<file path="config.mk">
export PLATFORM = sky130hd
export DESIGN_NAME = booth_mul_arbiter
export DESIGN_NICKNAME = d
export VERILOG_FILES = /design/src/rtl/booth_mul_arbiter.sv
export SDC_FILE = /design/constraint.sdc
export NUM_CORES = 1
export LEC_CHECK = 0
export ABC_AREA = 1
export BUFFER_PORTS_ARGS = -buffer_cell sky130_fd_sc_hd__clkbuf_2
export CAP_MARGIN = 20
export CORE_MARGIN = 1
export CORE_UTILIZATION = 35
export CTS_CLUSTER_SIZE = 24
export DETAILED_ROUTE_END_ITERATION = 8
export GPL_TIMING_DRIVEN = 1
export PLACE_DENSITY = 0.69
export RECOVER_POWER = 100
export SETUP_SLACK_MARGIN = 0.3
export SLEW_MARGIN = 15
export SYNTH_ARGS = -nofsm -noshare
export SYNTH_HDL_FRONTEND = slang
export SYNTH_SLANG_ARGS = --single-unit
export TNS_END_PERCENT = 100
</file>
<file path="constraint.sdc">
create_clock -name clk -period 1.8 [get_ports clk]
set_input_delay 0.09 -clock clk [delete_from_list [all_inputs] [get_ports clk]]
set_output_delay 0.09 -clock clk [all_outputs]
set_load 0.02 [all_outputs]
</file>
<file path="src/rtl/booth_mul_arbiter.sv">
// Round-robin arbiter sharing one sequential Booth multiplier between two
// requesters, with operand hold, product capture and a done watchdog.
module booth_mul_arbiter #(
  parameter int W       = 4,
  parameter int TIMEOUT = 32
) (
  input  logic           clk,
  input  logic           rst,
  input  logic           req0_valid,
  output logic           req0_ready,
  input  logic [W-1:0]   req0_x,
  input  logic [W-1:0]   req0_y,
  input  logic           req1_valid,
  output logic           req1_ready,
  input  logic [W-1:0]   req1_x,
  input  logic [W-1:0]   req1_y,
  output logic           rsp0_valid,
  input  logic           rsp0_ready,
  output logic           rsp1_valid,
  input  logic           rsp1_ready,
  output logic [2*W-1:0] rsp_prod,
  output logic           rsp_err,
  output logic           mul_start,
  output logic [W-1:0]   mul_x,
  output logic [W-1:0]   mul_y,
  input  logic           mul_done,
  input  logic [2*W-1:0] mul_prod,
  output logic           busy
);

  localparam int CW = $clog2(TIMEOUT + 1);

  typedef enum logic [2:0] {
    S_IDLE,
    S_LAUNCH,
    S_BUSY,
    S_RESP,
    S_DRAIN
  } state_t;

  state_t           state_q, state_d;
  logic [W-1:0]     op_x_q, op_x_d;
  logic [W-1:0]     op_y_q, op_y_d;
  logic             owner_q, owner_d;
  logic             last_grant_q, last_grant_d;
  logic [CW-1:0]    cnt_q, cnt_d;
  logic [2*W-1:0]   prod_q, prod_d;
  logic             err_q, err_d;

  logic             grant_vld;
  logic             grant_sel;

  always_ff @(posedge clk) begin
    if (rst) begin
      state_q      <= S_IDLE;
      op_x_q       <= '0;
      op_y_q       <= '0;
      owner_q      <= 1'b0;
      last_grant_q <= 1'b1;
      cnt_q        <= '0;
      prod_q       <= '0;
      err_q        <= 1'b0;
    end else begin
      state_q      <= state_d;
      op_x_q       <= op_x_d;
      op_y_q       <= op_y_d;
      owner_q      <= owner_d;
      last_grant_q <= last_grant_d;
      cnt_q        <= cnt_d;
      prod_q       <= prod_d;
      err_q        <= err_d;
    end
  end

  // On a tie the requester that did not win last time is served.
  assign grant_vld = req0_valid | req1_valid;
  assign grant_sel = (req0_valid && req1_valid) ? ~last_grant_q : req1_valid;

  always_comb begin
    state_d      = state_q;
    op_x_d       = op_x_q;
    op_y_d       = op_y_q;
    owner_d      = owner_q;
    last_grant_d = last_grant_q;
    cnt_d        = cnt_q;
    prod_d       = prod_q;
    err_d        = err_q;
    req0_ready   = 1'b0;
    req1_ready   = 1'b0;
    mul_start    = 1'b0;

    case (state_q)
      S_IDLE: begin
        if (grant_vld) begin
          req0_ready   = ~grant_sel;
          req1_ready   = grant_sel;
          op_x_d       = grant_sel ? req1_x : req0_x;
          op_y_d       = grant_sel ? req1_y : req0_y;
          owner_d      = grant_sel;
          last_grant_d = grant_sel;
          state_d      = S_LAUNCH;
        end
      end
      S_LAUNCH: begin
        mul_start = 1'b1;
        cnt_d     = '0;
        state_d   = S_BUSY;
      end
      S_BUSY: begin
        if (cnt_q < CW'(TIMEOUT)) begin
          cnt_d = cnt_q + CW'(1);
        end
        if (mul_done) begin
          prod_d  = mul_prod;
          err_d   = 1'b0;
          state_d = S_RESP;
        end else if (cnt_q == CW'(TIMEOUT - 1)) begin
          prod_d  = '0;
          err_d   = 1'b1;
          state_d = S_RESP;
        end
      end
      S_RESP: begin
        if (owner_q ? rsp1_ready : rsp0_ready) begin
          state_d = S_DRAIN;
        end
      end
      S_DRAIN: begin
        // A done held over from the previous operation must not leak into the next one.
        if (!mul_done) begin
          state_d = S_IDLE;
        end
      end
      default: begin
        state_d = S_IDLE;
      end
    endcase
  end

  assign rsp0_valid = (state_q == S_RESP) && !owner_q;
  assign rsp1_valid = (state_q == S_RESP) && owner_q;
  assign rsp_prod   = prod_q;
  assign rsp_err    = err_q;
  assign mul_x      = op_x_q;
  assign mul_y      = op_y_q;
  assign busy       = (state_q != S_IDLE);

endmodule
</file>
-- Word level (Yosys, flattened, before mapping)
Index checks and enable logic that the tools add are counted.
W data, S select, Z words.
- word-level logic and storage cells: 56
- output and inout port bits: 23
- input port bits: 31
- flip-flop bits (word level): 28
- equality and inequality tests: 10
- reduce and logical (&&, ||, !) cells: 12
- add/sub/neg operators: 1
- mux-type cells: 21
- bitwise operators: 3
- order comparisons: 1
- operators by type and width (cell ; count):
    $mux W8 ; 2
    $mux W3 ; 5
    $pmux W3 S5 ; 1
    $pmux W6 S2 ; 1
    $mux W1 ; 9
    $mux W4 ; 2
    $ne A2 B2 Y1 const B ; 4
    $add A6 B1 Y6 const B ; 1
    $eq A3 B2 Y1 const B ; 2
    $eq A6 B5 Y1 const B ; 1
    $lt A6 B6 Y1 const B ; 1
    $mux W6 ; 1
    $reduce_and A2 Y1 ; 3
    $reduce_and A4 Y1 ; 1
    $reduce_bool A2 Y1 ; 2
    $eq A3 B1 Y1 const B ; 1
    $eq A3 B3 Y1 const B ; 1
    $logic_and A1 B1 Y1 ; 3
    $logic_not A3 Y1 ; 1
    $ne A3 B3 Y1 const B ; 1
    $reduce_bool A3 Y1 ; 1
    $not A1 Y1 ; 2
    $logic_not A1 Y1 ; 1
    $or A1 B1 Y1 ; 1

-- Logic depth before layout (Yosys ltp)
- word-level depth: 5
- gate-level depth with buffers: 9
- mapped depth without buffers: 9

-- Worst setup path before layout
OpenSTA, ideal clock, no wires.
- kind: flip-flop to flip-flop
- start point: register state_q[2]
- end point: register op_x_q[3], in the netlist mul_x[3]
- buffers on the path: 0
- setup slack: 535 ps
- required time: 1726 ps
- library setup time: 74 ps
- cell stages (with the launch flop): 6
- clock period less this slack: 1265 ps
- data arrival time: 1190 ps
- cells stage by stage: dfxtp_1 -> nor2_4 -> nand2_2 -> nor2_2 -> nand2_1 -> a31oi_1
- cells in the longest elaborated chain, start to end: 2
- ends and longest elaborated chain (what ; line ; source):
    from (decl) ; 41 ; state_t state_q, state_d;
    from (signal assigned) ; 64 ; state_q <= state_d;
    $logic_not A3 Y1 ; 92 ; case (state_q)
    $reduce_and A2 Y1 (no line) ; - ;
    to (signal assigned) ; 65 ; op_x_q <= op_x_d;
    to (decl) ; 42 ; logic [W-1:0] op_x_q, op_x_d;
Every way passes these cells.
A chain may end at the register's enable or synchronous reset.

-- Worst setup path in the final report
- start point: register state_q[2]
- end point: output port req1_ready
- cells in the longest elaborated chain, start to end: 2
- ends and longest elaborated chain (what ; line ; source):
    $logic_not A3 Y1 ; 92 ;
    $mux W1 ; 92 ;
    to (decl) ; 14 ; output logic req1_ready,
Every way passes these cells.

==> results.toml <==
[status]
outcome = "completed"

[route]
initial_drt_markers = 30
wl_um = 2960
drcViolationCount = 0
detailroute.via_count = 1325
avgRoutedWirePerCell_um = 10.1
detail_route.vias_per_cell = 4.54
drtPass1Iterations = 4
drt.antenna.violating_nets = 0

[synth]
synth_area_per_cell_sq_um = 6.83
synth_top_family_by_area = "simple AND/OR/NAND/NOR gates"
ys_types = 22
synth-adder-area-share_pct = 0.964
synth_simple_gate_area_share_pct = 33.6
syn-cell-area_sq_mm = 0.00130
synth_seq_cells = 28
netlist_instances = 190
post_synth_mux_area_share_pct = 0
synthDominantCellAreaShare_pct = 43.2
mappedNetlistNets = 222
ys_warn_count = 0
synthTopCellsByArea = "sky130_fd_sc_hd__dfxtp_1 (43%), sky130_fd_sc_hd__nand2_1 (17%), sky130_fd_sc_hd__a21oi_1 (8.9%)"
yosys.area_share.xor_xnor_pct = 0
synth.largest_area_cell = "sky130_fd_sc_hd__dfxtp_1"
ys_seq_area_share_pct = 43.2
synth_compound_area_share_pct = 14.4

[pwr]
power_density_mw_per_mm2 = 1480
power.leakage_nw = 0.783
vdd.ir_drop.worst_v = 0.000820

[clock_network]
clock_root_buffer = "sky130_fd_sc_hd__clkbuf_8"
cts_inserted_buffers = 3
cts.hold.buffers_added = 0
clkSlewWorstSetupHoldPaths_ns = 0.10
cts_max_level = 1
clkLatencyLatePin_ns = 0.27
cts_tree = "built"
cts_num_sinks = 28
cts.path.max_buffers = 2

[global_route]
globalRouteOverflowTotal = 0
first_global_vias = 1163
initial_antenna_violation_count = 0
grt_util_all_layers_pct = 15.7
grt_pass1_wl_um = 4980
grt_start_max_net_pins = 18

[setup_path]
end_kind = "output port"
internal_reg_to_reg_setup_slack_ns = 0.35
reg2reg_from = "state_q[2]"
largest_delay_share_family_worst_path = "simple AND/OR/NAND/NOR gates"
slowest_delay_ns = 0.37
critical_path_peak_fanout = 6
critical-path-slowest-cell = "sky130_fd_sc_hd__dfxtp_1"
critical_path_arrival_ns = 1.39
worst_setup_path_startpoint = "state_q[2]"
cp_num_buf_inv = 1
critical_path_class = "reg2out"
cp_cell_sequence = "nor2_4, nand2_1, nor2_1, clkbuf_2"
start_kind = "flip-flop"
critPathRequiredTime_ns = 1.71

[sta]
fin_worst_skew_ns = 0.00456
final_min_period_over_clock_period_pct = 82.2
upper_clock_frequency_limit_mhz = 676
layout_min_cycle_time_ns = 1.48
max_slew_margin_pct = 76.7
setup_repair_after_global_routing_missed_its_margin = "no"
final-setup-viol-count = 0
maxSlewViolCount = 0
tightest_slew_ns = 0.349
report.final.hold_viol_count = 0
whs_ns = 0.0384
final.setup.tns_ns = 0

[placement]
numPlacedInstances = 286
detailedPlacementHpwl_um = 2270
buffers_on_ports = 53
gpl.final_weighted_congestion = 0.849

[floorplan]
die_width_um = 62.9
ioPinCount = 54
core_area_sq_mm = 0.00344
row_count = 21
floorplan.die_area_sq_mm = 0.00395
die_h_um = 62.9
initial_utilization_pct = 37.7

[final_layout]
layout-drive-gt1-share_pct = 18.3
n_antenna_cell = 0
layout.cells.non_filler = 292
final_net_count = 279
layout.cells.most_common_list = "sky130_fd_sc_hd__nand2_1 (62), sky130_fd_sc_hd__clkbuf_2 (33), sky130_fd_sc_hd__dfxtp_1 (27)"
area_growth_pct = 27.7
mostFrequentLayoutCell = "sky130_fd_sc_hd__nand2_1"

[min_path]
timing.hold.worst.class = "in2reg"
hold_path_startpoint = "req1_x[2]"

[run]
maxCapViolCount = 0
[path summary, 6_finish.rpt]
path	endpoint	depth (start not counted)
worst max-delay path	req1_ready	4
worst min-delay path	mul_x[2]	3
worst max register to register	cnt_q[4]	7
worst min register to register	rsp_prod[2]	2
[layer usage]
| layer | part of all wire (%) | vias to the layer above | track usage, % |
|---|---|---|---|
| met2 | 46 | 28 | 25.8 |
| met3 | 4.5 | 2 | 4.01 |
| met5 | 0 | - | 0 |
| met4 | 1.1 | 0 | 4.36 |
| li1 | - | 718 | - |
| met1 | 48 | 577 | 20.0 |
[Yosys cell counts (all sizes together)]
cell,n
and3,1
nand3,13
dfxtp,28
buf,1
clkbuf,2
ha,1
nor2,20
nand3b,1
nand4,1
a31oi,4
nand2,62
nor3,1
o211ai,1
a21oi,23
inv,24
o21ai,7
[through the flow]
| stage | util [%] | instance area [sq um] | power, mW | worst slack [ns] |
|---|---|---|---|---|
| final | 48.1 | 1660 | 2.44 | 0.320 |
| after global routing | 48.1 | 1660 | 2.64 | 0.170 |
| after CTS | 49.4 | 1700 | 2.54 | 0.339 |
| after detailed placement | 46.7 | 1610 | 1.99 | 0.441 |
| after global placement | 46.7 | 1610 | 1.98 | 0.489 |
| after floorplan | - | 1300 | 1.69 | 0.535 |
[registers in the layout (all words and copies together), names as in the netlist]
register / flops
mul_x: 4
mul_y: 4
last_grant_q: 1
cnt_q: 6
owner_q: 1
rsp_err: 1
state_q: 3
rsp_prod: 8
[final cells by class]
cell class	instances	area, sq um
inverters	24	90.1
fillers	373	1790
flip-flops and latches	28	562
well taps	46	57.6
repair buffers	55	251
clock buffers	3	41.3
multi-input cells	135	624
clock inverters	1	30.0
[timing repair]
item	CTS	global route
buffers inserted	1	1
setup endpoints to repair	1	4
pin swaps	1	1
resized for setup	2	4
[cell families after synthesis]
kind of cell             count (synthesis)
AO/OA/AOI/OAI                           35
adder cells (fa/ha/maj)                  1
buffers and inverters                   27
AND/OR/NAND/NOR                         99
flip-flops                              28
[power by group]
part / internal, mW / switching (mW) / leakage, nW
Clock: 0.298 / 0.192 / 0.0357
Sequential: 0.764 / 0.106 / 0.229
Combinational: 0.346 / 0.738 / 0.518
[worst min-delay path: cells and delay by family]
kind                   cells  cell delay, ns
and+or+nand+nor            1            0.05
AOI/OAI and AO/OA          1            0.05
buffers and inverters      1            0.08
Power figures use the tool's default switching activity.
